==> src/rtl/image_pkg.sv <==
// Shared encodings for the image pattern generator: pattern modes and FSM states.
package image_pkg;

  typedef enum logic [1:0] {
    MODE_GRAD  = 2'd0,
    MODE_BARS  = 2'd1,
    MODE_CHECK = 2'd2,
    MODE_SOLID = 2'd3
  } mode_e;

  typedef enum logic [2:0] {
    IDLE,
    VSYNC_S,
    VBLANK_S,
    ACTIVE,
    HBLANK_S,
    DONE
  } state_e;

  localparam int FRAME_CNT_W = 16;

  // Width of a counter that must hold 0..n-1 (at least one bit).
  function automatic int cnt_w(input int n);
    return (n <= 1) ? 1 : $clog2(n);
  endfunction

endpackage

==> src/rtl/image_pattern_gen_pixel.sv <==
// One pixel lane: maps (x, y, mode, frame count) to an RGB value.
module pattern_pixel
  import image_pkg::*;
#(
  parameter int WIDTH   = 768,
  parameter int DATA_W  = 8,
  parameter int SQ_LOG2 = 4,
  parameter int XW      = $clog2(WIDTH + 1),
  parameter int YW      = 10
) (
  input  logic [XW-1:0]          x,
  input  logic [YW-1:0]          y,
  input  mode_e                  mode,
  input  logic [FRAME_CNT_W-1:0] frame_cnt,
  output logic [DATA_W-1:0]      R,
  output logic [DATA_W-1:0]      G,
  output logic [DATA_W-1:0]      B
);

  logic [31:0] xe, ye;
  logic [2:0]  bar;

  // Widen coordinates so the square-size bit select and bar division never go out of range.
  assign xe  = 32'(x);
  assign ye  = 32'(y);
  assign bar = 3'((xe * 32'd8) / 32'(WIDTH));

  // Pattern select; every arithmetic result is truncated to the channel width.
  always_comb begin
    R = '0;
    G = '0;
    B = '0;
    case (mode)
      MODE_GRAD: begin
        R = DATA_W'(xe);
        G = DATA_W'(ye);
        B = DATA_W'(xe + ye);
      end
      MODE_BARS: begin
        R = bar[2] ? '1 : '0;
        G = bar[1] ? '1 : '0;
        B = bar[0] ? '1 : '0;
      end
      MODE_CHECK: begin
        if (xe[SQ_LOG2] ^ ye[SQ_LOG2]) begin
          R = '1;
          G = '1;
          B = '1;
        end
      end
      default: begin
        R = DATA_W'(frame_cnt);
        G = DATA_W'(frame_cnt);
        B = DATA_W'(frame_cnt);
      end
    endcase
  end

endmodule

==> src/rtl/image_pattern_gen.sv <==
// Frame sequencer: VSYNC, vertical blank, active lines with backpressure,
// horizontal blank per line, and a done pulse. Pixel data and HSYNC are registered
// from next-state values so the first ACTIVE cycle already carries pixel x=0.
module image_pattern_gen
  import image_pkg::*;
#(
  parameter int WIDTH       = 768,
  parameter int HEIGHT      = 512,
  parameter int PIX_PER_CLK = 2,
  parameter int DATA_W      = 8,
  parameter int HBLANK      = 160,
  parameter int VBLANK      = 20,
  parameter int SQ_LOG2     = 4
) (
  input  logic                          HCLK,
  input  logic                          HRESETn,
  input  logic                          start,
  input  logic [1:0]                    mode,
  input  logic                          ready,
  output logic                          VSYNC,
  output logic                          HSYNC,
  output logic [PIX_PER_CLK*DATA_W-1:0] DATA_R,
  output logic [PIX_PER_CLK*DATA_W-1:0] DATA_G,
  output logic [PIX_PER_CLK*DATA_W-1:0] DATA_B,
  output logic                          ctrl_done,
  output logic                          busy,
  output logic [FRAME_CNT_W-1:0]        frame_cnt
);

  localparam int XW = $clog2(WIDTH + 1);
  localparam int YW = $clog2(HEIGHT + 1);
  localparam int BW = cnt_w((HBLANK > VBLANK) ? HBLANK : VBLANK);

  if ((WIDTH % PIX_PER_CLK) != 0 || (WIDTH % 8) != 0) begin : g_bad_width
    $error("image_pattern_gen: WIDTH must be a multiple of PIX_PER_CLK and of 8");
  end
  if (PIX_PER_CLK != 1 && PIX_PER_CLK != 2 && PIX_PER_CLK != 4) begin : g_bad_ppc
    $error("image_pattern_gen: PIX_PER_CLK must be 1, 2 or 4");
  end

  state_e                            state, state_n;
  mode_e                             mode_q, mode_n;
  logic [XW-1:0]                     x, x_n;
  logic [YW-1:0]                     y, y_n;
  logic [BW-1:0]                     bcnt, bcnt_n;
  logic                              last_line, line_end;
  logic [PIX_PER_CLK-1:0][DATA_W-1:0] r_n, g_n, b_n, r_q, g_q, b_q;
  logic                              hsync_q;

  assign last_line = (y == YW'(HEIGHT - 1));
  assign line_end  = (x == XW'(WIDTH - PIX_PER_CLK));

  // State, coordinate, blank-counter and mode registers.
  always_ff @(posedge HCLK or negedge HRESETn) begin
    if (!HRESETn) begin
      state  <= IDLE;
      mode_q <= MODE_GRAD;
      x      <= '0;
      y      <= '0;
      bcnt   <= '0;
    end else begin
      state  <= state_n;
      mode_q <= mode_n;
      x      <= x_n;
      y      <= y_n;
      bcnt   <= bcnt_n;
    end
  end

  // Next-state and counter update; a stalled ACTIVE beat leaves everything unchanged.
  always_comb begin
    state_n = state;
    mode_n  = mode_q;
    x_n     = x;
    y_n     = y;
    bcnt_n  = bcnt;
    case (state)
      IDLE: if (start) begin
        state_n = VSYNC_S;
        mode_n  = mode_e'(mode);
        x_n     = '0;
        y_n     = '0;
      end
      VSYNC_S: begin
        bcnt_n  = '0;
        state_n = (VBLANK > 0) ? VBLANK_S : ACTIVE;
      end
      VBLANK_S: begin
        if (bcnt == BW'(VBLANK - 1)) state_n = ACTIVE;
        else                         bcnt_n  = bcnt + BW'(1);
      end
      ACTIVE: if (ready) begin
        if (line_end) begin
          x_n    = '0;
          bcnt_n = '0;
          if (HBLANK > 0)     state_n = HBLANK_S;
          else if (last_line) state_n = DONE;
          else                y_n     = y + YW'(1);
        end else begin
          x_n = x + XW'(PIX_PER_CLK);
        end
      end
      HBLANK_S: begin
        if (bcnt == BW'(HBLANK - 1)) begin
          if (last_line) state_n = DONE;
          else begin
            state_n = ACTIVE;
            y_n     = y + YW'(1);
          end
        end else begin
          bcnt_n = bcnt + BW'(1);
        end
      end
      DONE: begin
        state_n = IDLE;
        y_n     = '0;
      end
      default: state_n = IDLE;
    endcase
  end

  for (genvar k = 0; k < PIX_PER_CLK; k++) begin : g_lane
    pattern_pixel #(
      .WIDTH  (WIDTH),
      .DATA_W (DATA_W),
      .SQ_LOG2(SQ_LOG2),
      .XW     (XW),
      .YW     (YW)
    ) u_pix (
      .x        (x_n + XW'(k)),
      .y        (y_n),
      .mode     (mode_q),
      .frame_cnt(frame_cnt),
      .R        (r_n[k]),
      .G        (g_n[k]),
      .B        (b_n[k])
    );
  end

  // Registered beat: valid and data follow the state being entered, zero outside ACTIVE.
  always_ff @(posedge HCLK or negedge HRESETn) begin
    if (!HRESETn) begin
      hsync_q <= 1'b0;
      r_q     <= '0;
      g_q     <= '0;
      b_q     <= '0;
    end else begin
      hsync_q <= (state_n == ACTIVE);
      r_q     <= (state_n == ACTIVE) ? r_n : '0;
      g_q     <= (state_n == ACTIVE) ? g_n : '0;
      b_q     <= (state_n == ACTIVE) ? b_n : '0;
    end
  end

  // Completed-frame counter, advanced as DONE is left.
  always_ff @(posedge HCLK or negedge HRESETn) begin
    if (!HRESETn)           frame_cnt <= '0;
    else if (state == DONE) frame_cnt <= frame_cnt + FRAME_CNT_W'(1);
  end

  assign VSYNC     = (state == VSYNC_S);
  assign ctrl_done = (state == DONE);
  assign busy      = (state != IDLE);
  assign HSYNC     = hsync_q;
  assign DATA_R    = r_q;
  assign DATA_G    = g_q;
  assign DATA_B    = b_q;

endmodule

==> config.mk <==
export PLATFORM = sky130hd
export DESIGN_NAME = image_pattern_gen
export DESIGN_NICKNAME = d
export VERILOG_FILES = /design/src/rtl/image_pkg.sv /design/src/rtl/image_pattern_gen_pixel.sv /design/src/rtl/image_pattern_gen.sv
export SDC_FILE = /design/constraint.sdc
export NUM_CORES = 1
export LEC_CHECK = 0
export ABC_AREA = 1
export ABC_CLOCK_PERIOD_IN_PS = 3300
export BUFFER_PORTS_ARGS = -buffer_cell sky130_fd_sc_hd__buf_2
export CAP_MARGIN = 15
export CORE_MARGIN = 5
export CORE_UTILIZATION = 40
export CTS_CLUSTER_SIZE = 16
export DETAILED_ROUTE_END_ITERATION = 12
export HOLD_SLACK_MARGIN = 0.06
export PLACE_DENSITY_LB_ADDON = 0.25
export SYNTH_ARGS = -nofsm -noshare
export SYNTH_HDL_FRONTEND = slang
export SYNTH_SLANG_ARGS = --single-unit
==> constraint.sdc <==
create_clock -name HCLK -period 3.3 [get_ports HCLK]
set_input_delay 0.165 -clock HCLK [delete_from_list [all_inputs] [get_ports HCLK]]
set_output_delay 0.165 -clock HCLK [all_outputs]
set_load 0.02 [all_outputs]
==> flow_summary_export.csv, run 1 <==
group,metric,value,unit
detailed_routing,drtPass1Iterations,6,
cts,cts_inserted_buffers,9,
yosys,synth_edf_count,0,
floorplanning,ios,74,
critical_path,worstSetupPathType,"flop to flop",
finish,syn2layout_area_growth,51.5,%
cts,htree_levels,3,
timing,fin_crit_sh,1.10,
finish,finalInstanceArea,9550,sq um
finish,fin_cells,1342,
yosys,ys_ff_latch,98,
yosys,yosysWarningCount,0,
finish,fillCellCount,1374,
detailed_routing,wl_per_cell,14.0,um
grt,grt_first_pass_wirelength,29300,um
floorplanning,start_util,0.411,
critical_path,cp-end-kind,"flop",
timing,rsz0062_at_grt,"yes",
grt,grt_max_degree,79,
detailed_routing,viasPerCell,4.79,
grt,antenna_found_initial,0,
cts,clk_pin_slew,80,ps
critical_path,worstPathArrival,3880,ps
outcome,status,"complete, but fails checks",
placement,io_buffer_count,73,
power,p_per_area,534,nW/um^2
cts,clock-root-buffer,"clkbuf_16",
timing,tightest_slew,1020,ps
placement,dpl.cell_count,1271,
finish,layout-drive-gt1-share,0.435,
placement,dpl-instance-area,8210,sq um
floorplanning,coreArea,15300,sq um
cts,clk_latency,360,ps
yosys,post_synth.cell_area_avg,7.43,sq um
critical_path,crit_required,3550,ps
cts,clockBufferDepth,2,
yosys,synthMuxAreaShare,0,
timing,finalSetupTns,-4980,ps
detailed_routing,drc,0,
critical_path,cp_slowest_cell,"dfrtp_1",
timing,min_period,3630,ps
finish,final_util,0.623,
yosys,synth_nets,878,
power,p_leak,5.30,nW
finish,ff_latch_area,2460,sq um
grt,grt_pass1_vias,6179,
timing,clock.fmax,275,MHz
yosys,synth_flop_cell,"dfrtp_1",
yosys,syn-cell-area,6300,sq um
yosys,synth_cell_types,44,
critical_path,slowest_delay,420,ps
yosys,syn_inst,848,
timing,worst_slack,-333,ps
yosys,ys_seq_area_frac,0.389,
finish,final_nets,1156,
placement,place_hpwl,13600,um
floorplanning,dieArea,18400,sq um
floorplanning,fp.dieH,135,um
hold_path,hp-class,"input pin to flop",
timing,setup_viol,24,
power,ir_drop,0.000271,V
yosys,synth_top_family_by_area,"simple AND/OR/NAND/NOR gates",
placement,place_ws,-392,ps
cts,cts_num_sinks,98,
timing,maxSlewViolCount,0,
timing,relSlewSlack,0.317,
yosys,synth_xor_area_frac,0.0413,
yosys,async_reset_ff_frac,1.00,
timing,fin_skew,11.2,ps
detailed_routing,via_count,6423,
critical_path,worst-path-max-fanout,8,
finish,multi_input_area,3860,sq um
grt,grt_remaining_overflow,0,
finish,final_cell_mix,"181 x buf_4, 146 x inv_1, 130 x nand2_1",
critical_path,cp-start-kind,"flop",
floorplanning,num_rows,45,
floorplanning,die_w,135,um
cts,cts_tree,"done",
yosys,synth_simple_gate_area_frac,0.296,
detailed_routing,routed_wl,18800,um
finish,final_common_cell,"buf_4",
detailed_routing,drt_iter0_drc,351,
finish,insertedDiodeCount,0,
placement,gp_congestion,0.902,
flow_run,drv_cap,0,
timing,final-hold-violation-count,0,
yosys,synth-compound-area-share,0.114,
outcome,violations,"negative setup slack",
yosys,synth_adder_area_share,0.0500,
detailed_routing,antenna_left,0,
grt,globalRouteTotalUtil,0.202,
==> what timing repair did <==
action	CTS	global route
endpoints found under the setup margin	46	48
resized for setup	49	138
hold endpoints to repair	75	0
pin swaps	45	82
hold buffers	1	0
setup buffers	21	37
==> layer usage <==
metal	GRT usage	part of all wire
met2	0.334	0.49
met4	0.0722	0.023
met3	0.0368	0.053
met1	0.264	0.44
met5	0	0
==> synthesized netlist by cell type, types with 2 or more instances <==
cell | number | area (sq um)
dfrtp_1 | 98 | 2450
o211ai_1 | 2 | 15.0
o22ai_1 | 2 | 12.5
nor2_1 | 83 | 312
o21ai_2 | 2 | 17.5
fa_1 | 2 | 40.0
ha_1 | 22 | 275
or2_2 | 3 | 18.8
inv_2 | 11 | 41.3
a21oi_2 | 3 | 26.3
inv_1 | 160 | 601
o31ai_1 | 6 | 45.0
clkbuf_1 | 10 | 37.5
o21a_1 | 3 | 22.5
nor2_2 | 10 | 62.6
nand2_2 | 19 | 119
o21ai_0 | 65 | 325
xor2_1 | 22 | 193
nor3_1 | 18 | 90.1
nand3_1 | 48 | 240
a21oi_1 | 40 | 200
nor2_4 | 5 | 56.3
nor4_1 | 2 | 12.5
xnor2_1 | 4 | 35.0
nand2_1 | 159 | 597
nand2_4 | 5 | 56.3
nand3_4 | 3 | 52.6
nand4_1 | 18 | 113
nand3_2 | 8 | 80.1
==> layout make-up <==
cell class | count | area share
tap | 211 | 0.0277
clock inverter | 7 | 0.00708
sequential | 98 | 0.257
inverter | 173 | 0.0696
multi-input combinational | 567 | 0.404
timing repair buffer | 277 | 0.211
clock buffer | 9 | 0.0236
==> worst paths after layout <==
check	start	to	slack, ps	cells past startpoint
max	x[2]	DATA_B[15]	-330	33
min	mode[1]	mode_q[1]	100	3
max reg2reg	x[2]	DATA_B[15]	-330	33
min reg2reg	frame_cnt[15]	frame_cnt[15]	470	1
max in group asynchronous	HRESETn	DATA_B[11]	1930	3
min in group asynchronous	HRESETn	x[2]	490	2
==> state kept, by name (all words and copies together) (netlist names) <==
name and count:
DATA_R 16, mode_q 2, bcnt 8, state 3
DATA_B 16, HSYNC 1, y 10, DATA_G 16
x 10, frame_cnt 16
==> where the power goes <==
| group | leakage (nW) | total (mW) | internal (mW) | switching, mW |
|---|---|---|---|---|
| registers | 1.34 | 1.52 | 1.41 | 0.112 |
| clock network | 0.143 | 1.06 | 0.536 | 0.519 |
| logic | 3.81 | 2.52 | 0.930 | 1.59 |
| total | 5.30 | 5.10 | 2.87 | 2.22 |
==> critical path, delay by kind of cell, from the launching register on <==
kind | cells | cell delay, ps
compound gates | 1 | 120
fa+ha+maj | 2 | 370
buf+inv | 5 | 370
flops | 1 | 420
simple gates | 25 | 2220
==> stage by stage <==
stage          power (mW)  hold slack [ps]
5_1_grt              5.46              104
3_3_place_gp         3.74              412
6_report             5.10             97.9
3_5_place_dp         3.75              402
4_1_cts              4.90             84.5
2_1_floorplan        2.86             -131
==> kinds of logic (layout without fill, tap and decap cells) <==
group | Yosys count | count (layout)
AND/OR/NAND/NOR | 385 | 385
XOR/XNOR | 28 | 28
adder cells (fa/ha/maj) | 24 | 24
buffers and inverters | 183 | 466
AO/OA/AOI/OAI | 130 | 130
flip-flops | 98 | 98
Power figures use the tool's default switching activity.
==> run 2, diff against run 1 <==
--- a/config.mk
+++ b/config.mk
@@ -9,10 +9,10 @@
 export ABC_CLOCK_PERIOD_IN_PS = 3300
 export BUFFER_PORTS_ARGS = -buffer_cell sky130_fd_sc_hd__buf_2
 export CAP_MARGIN = 15
-export CORE_MARGIN = 5
 export CORE_UTILIZATION = 40
 export CTS_CLUSTER_SIZE = 16
 export DETAILED_ROUTE_END_ITERATION = 12
+export GPL_TIMING_DRIVEN = 0
 export HOLD_SLACK_MARGIN = 0.06
 export PLACE_DENSITY_LB_ADDON = 0.25
 export SYNTH_ARGS = -nofsm -noshare
==> run 2 against run 1 <==
The run still ends with negative setup slack left. Sequential power about the same. Global-route usage up 2.5 points. Via count down 3.0%. Non-clock buffer count down 91. Count of clock-buffer cells in the layout unchanged. Die area down 11%. Final cell count down 6.8%. Combinational power down 5%. Critical path type unchanged. Wire length down 4.2%. Clock skew up 3.3 ps.
==> flow_summary_export.csv, run 2 (synthesis gave the netlist of run 1 again) <==
group,metric,value,unit
cts,cts_tree,"done",
critical_path,cp_slowest_cell,"dfrtp_2",
finish,final_nets,1065,
floorplanning,die_w,127,um
power,p_leak,4.81,nW
outcome,status,"complete, but fails checks",
critical_path,worstSetupPathType,"flop to flop",
hold_path,holdPathStages,3,
timing,fin_crit_sh,1.11,
cts,clockBufferDepth,2,
timing,finalSetupTns,-6800,ps
timing,holdWs,113,ps
finish,ff_latch_area,2460,sq um
detailed_routing,antenna_left,0,
placement,io_buffer_count,73,
floorplanning,dieArea,16300,sq um
floorplanning,start_util,0.413,
finish,final_common_cell,"inv_1",
grt,globalRouteTotalUtil,0.227,
detailed_routing,routed_wl,18000,um
grt,grt_max_degree,69,
power,ir_drop,0.000313,V
timing,rsz0062_at_grt,"yes",
detailed_routing,viasPerCell,4.98,
critical_path,worstReg2RegEnd,"DATA_B[15]",
critical_path,crit_required,3550,ps
finish,finalInstanceArea,8870,sq um
finish,final_cell_mix,"151 x inv_1, 133 x nand2_1, 92 x dfrtp_1",
flow_run,drv_cap,0,
grt,grt_first_pass_wirelength,29000,um
grt,grt_remaining_overflow,0,
hold_path,holdCritStartpoint,"mode[0]",
cts,cts_inserted_buffers,9,
detailed_routing,drtPass1Iterations,5,
timing,min_period,3680,ps
timing,maxSlewViolCount,0,
finish,fillCellCount,1320,
timing,fin_skew,14.5,ps
critical_path,worst-path-max-fanout,4,
floorplanning,fp.dieH,127,um
placement,place_ws,-846,ps
timing,relSlewSlack,0.372,
cts,clock-root-buffer,"clkbuf_16",
critical_path,cp-start-kind,"flop",
critical_path,r2r_start,"state[1]",
critical_path,worstPathArrival,3930,ps
critical_path,r2r_slack,-380,ps
power,p_per_area,556,nW/um^2
finish,multi_input_area,3910,sq um
timing,setup_viol,40,
timing,tightest_slew,938,ps
cts,clk_latency,350,ps
timing,final-hold-violation-count,0,
timing,clock.fmax,272,MHz
detailed_routing,wl_per_cell,14.4,um
critical_path,slowest_delay,440,ps
hold_path,hp-class,"input pin to flop",
critical_path,crit_family,"simple AND/OR/NAND/NOR gates",
timing,worst_slack,-379,ps
placement,gp_congestion,0.918,
critical_path,cpMostUsedCell,"nor2_1",
critical_path,path_buf_inv,5,
cts,clk_pin_slew,80,ps
placement,dpl-instance-area,7140,sq um
placement,place_hpwl,12000,um
grt,grt_pass1_vias,6006,
floorplanning,ios,74,
floorplanning,coreArea,15300,sq um
floorplanning,num_rows,45,
detailed_routing,drt_iter0_drc,393,
cts,cts_num_sinks,98,
finish,layout-drive-gt1-share,0.364,
outcome,violations,"negative setup slack",
critical_path,reg2regPathDepth,27,
detailed_routing,drc,0,
detailed_routing,via_count,6229,
hold_path,hold_end,"mode_q[0]",
critical_path,cp-end-kind,"flop",
grt,antenna_found_initial,0,
finish,insertedDiodeCount,0,
cts,htree_levels,3,
finish,syn2layout_area_growth,40.8,%
[run 2: where the power goes]
part           leakage [nW]  internal [mW]  switching, mW
Sequential             1.34           1.41          0.117
Combinational          3.33          0.798           1.60
Clock                 0.139          0.525          0.483
[run 2: final cells by class]
type,instances,share of cell area
flip-flops and latches,98,0.277
clock buffers,9,0.0254
well taps,211,0.0298
repair buffers,176,0.138
inverters,173,0.0777
plain buffers,10,0.00423
multi-input cells,567,0.441
clock inverters,7,0.00663
[run 2: layer usage]
| layer | global-route usage | share of wire | vias up |
|---|---|---|---|
| li1 | - | - | 3046 |
| met2 | 0.391 | 0.49 | 186 |
| met4 | 0.0889 | 0.033 | 0 |
| met1 | 0.284 | 0.43 | 2948 |
| met3 | 0.0348 | 0.053 | 49 |
| met5 | 0 | 0 | - |
[run 2: per-stage QoR]
step	power [mW]	std cells	utilization
after CTS	4.79	1226	0.552
after global routing	5.26	1251	0.581
after global placement	3.43	1132	0.466
after detailed placement	3.44	1133	0.468
final	4.93	1251	0.581
after floorplan	2.86	848	-
[run 2: tightest hold or removal path, stage by stage]
cell	delay (ps)
buf_2	90
nor2_1	40
a21oi_1	110
[run 2: worst max-delay path by stage]
| stage | to | slack, ps | startpoint | cells past startpoint |
|---|---|---|---|---|
| floorplan | DATA_B[15] | -70 | bcnt[1] | 29 |
| global placement | DATA_B[6] | -830 | state[1] | 18 |
| detailed placement | DATA_B[6] | -850 | state[1] | 18 |
| CTS | DATA_B[9] | -260 | state[1] | 30 |
| global route | DATA_B[15] | -620 | bcnt[1] | 26 |
| finish | DATA_B[15] | -380 | state[1] | 27 |
[run 2: timing repair]
action	CTS	global route
hold endpoints to repair	30	0
hold buffers	1	0
resized for setup	115	61
setup buffers	76	25
endpoints found under the setup margin	48	48
pin swaps	70	29
==> run 3, diff against run 2 <==
--- a/config.mk
+++ b/config.mk
@@ -15,6 +15,7 @@
 export GPL_TIMING_DRIVEN = 0
 export HOLD_SLACK_MARGIN = 0.06
 export PLACE_DENSITY_LB_ADDON = 0.25
+export SETUP_SLACK_MARGIN = 0.1
 export SYNTH_ARGS = -nofsm -noshare
 export SYNTH_HDL_FRONTEND = slang
 export SYNTH_SLANG_ARGS = --single-unit
==> constraint.sdc (replaced) <==
create_clock -name HCLK -period 3.3 [get_ports HCLK]
set_input_delay 0.495 -clock HCLK [delete_from_list [all_inputs] [get_ports HCLK]]
set_output_delay 0.495 -clock HCLK [all_outputs]
set_load 0.02 [all_outputs]
==> run 3 against run 2 <==
The flow still finishes with violations (negative setup slack). Hold slack better by 310 ps. Clock skew down 8.2 ps. Die area unchanged. Flip-flop and latch count unchanged. Count of clock-buffer cells in the layout unchanged. Clock power up 16%. Critical endpoint is now DATA_B[11]. Largest cell class unchanged. Largest power group unchanged.
==> flow_summary_export.csv, run 3 (synthesis gave the netlist of run 1 again) <==
group,metric,value,unit
timing,maxSlewViolCount,0,
finish,insertedDiodeCount,0,
power,p_per_area,578,nW/um^2
finish,layout-drive-gt1-share,0.339,
critical_path,cp-start-kind,"flop",
flow_run,drv_cap,0,
timing,worst_slack,-351,ps
detailed_routing,via_count,5984,
grt,met2_usage,0.371,
floorplanning,die_w,127,um
placement,dpl-instance-area,7140,sq um
timing,setup_viol,38,
timing,clock.fmax,274,MHz
grt,top_usage_layer,"met2",
hold_path,hp-class,"input pin to flop",
cts,cts_num_sinks,98,
cts,clockBufferDepth,2,
timing,finalSetupTns,-8170,ps
power,p_leak,4.69,nW
cts,cts_inserted_buffers,9,
grt,grt_pass1_vias,5837,
timing,min_period,3650,ps
critical_path,crit_required,3550,ps
detailed_routing,viasPerCell,4.89,
cts,clk_latency,360,ps
grt,grt_remaining_overflow,0,
grt,globalRouteTotalUtil,0.221,
cts,clock-root-buffer,"clkbuf_16",
cts,htree_levels,3,
timing,fin_crit_sh,1.11,
grt,grtUsageMet3,0.0364,
critical_path,r2r_start,"x[1]",
placement,place_ws,-965,ps
timing,tightest_slew,895,ps
finish,syn2layout_area_growth,35.6,%
critical_path,slowest_delay,430,ps
detailed_routing,routed_wl,17300,um
floorplanning,dieArea,16300,sq um
critical_path,worstSetupPathType,"flop to flop",
critical_path,cp_slowest_cell,"dfrtp_2",
placement,gp_congestion,0.897,
floorplanning,num_rows,45,
timing,fin_skew,6.27,ps
grt,grt_use_met1,0.283,
outcome,status,"complete, but fails checks",
detailed_routing,drt_iter0_drc,423,
floorplanning,start_util,0.413,
power,ir_drop,0.000340,V
critical_path,critPathLaunch,"x[1]",
timing,rsz0062_at_grt,"yes",
detailed_routing,wl_per_cell,14.1,um
timing,final-hold-violation-count,0,
cts,clk_pin_slew,70,ps
cts,cts_tree,"done",
critical_path,worst-path-max-fanout,8,
grt,antenna_found_initial,0,
finish,final_common_cell,"inv_1",
detailed_routing,drc,0,
finish,final_nets,1038,
critical_path,worstPathArrival,3900,ps
finish,fillCellCount,1423,
placement,io_buffer_count,73,
placement,place_hpwl,12100,um
hold_path,holdCritStartpoint,"mode[0]",
outcome,violations,"negative setup slack",
floorplanning,fp.dieH,127,um
detailed_routing,drtPass1Iterations,5,
timing,relSlewSlack,0.397,
timing,holdWs,418,ps
critical_path,cp-end-kind,"flop",
finish,final_cell_mix,"152 x inv_1, 138 x nand2_1, 91 x dfrtp_1",
grt,grt_max_degree,73,
finish,finalInstanceArea,8540,sq um
grt,grt_first_pass_wirelength,28000,um
detailed_routing,antenna_left,0,
floorplanning,coreArea,15300,sq um
floorplanning,ios,74,
## run 3: routing by layer
layer / routed length [um] / part of all wire
met5: 0 / 0
met3: 811 / 0.047
met1: 7640 / 0.44
met4: 401 / 0.023
met2: 8450 / 0.49
## run 3: cell type report
cell class / instances / area, sq um / share of cell area
Multi-Input combinational cell: 567 / 3780 / 0.443
Sequential cell: 98 / 2460 / 0.288
Timing Repair Buffer: 149 / 993 / 0.116
Inverter: 173 / 672 / 0.0787
Tap cell: 211 / 264 / 0.0309
Clock buffer: 9 / 225 / 0.0264
Clock inverter: 7 / 106 / 0.0125
Buffer: 10 / 37.5 / 0.00439
## run 3: critical path: cells and delay by family, from the launching register on
| family | cells | cell delay (ps) |
|---|---|---|
| buffers and inverters | 4 | 310 |
| AOI/OAI and AO/OA | 3 | 430 |
| adders and majority gates | 2 | 400 |
| and+or+nand+nor | 19 | 1950 |
| DFF | 1 | 430 |
## run 3: worst paths after layout
kind | end | slack, ps | cells after the start
min in group asynchronous | bcnt[4] | 600 | 2
min reg2reg | frame_cnt[15] | 460 | 1
min | mode_q[0] | 420 | 3
max reg2reg | DATA_B[11] | -350 | 28
max in group asynchronous | DATA_R[14] | 2040 | 3
max | DATA_B[11] | -350 | 28
## run 3: metrics by stage
stage	util	power, mW	std cells
finish	0.560	4.94	1224
detailed placement	0.468	3.44	1133
CTS	0.534	4.84	1197
global route	0.560	5.26	1224
floorplan	-	2.86	848
global placement	0.466	3.42	1132
## run 3: power breakdown
part	internal [mW]	switching [mW]
logic	0.701	1.54
registers	1.41	0.117
clock network	0.681	0.491
total	2.79	2.15
## run 3: repair_timing
item                       CTS  global route
setup endpoints to repair   48            49
pin swaps                   58            58
hold buffers                 1             0
resized for setup           83            48
setup buffers               47            27
hold endpoints to repair     3             0
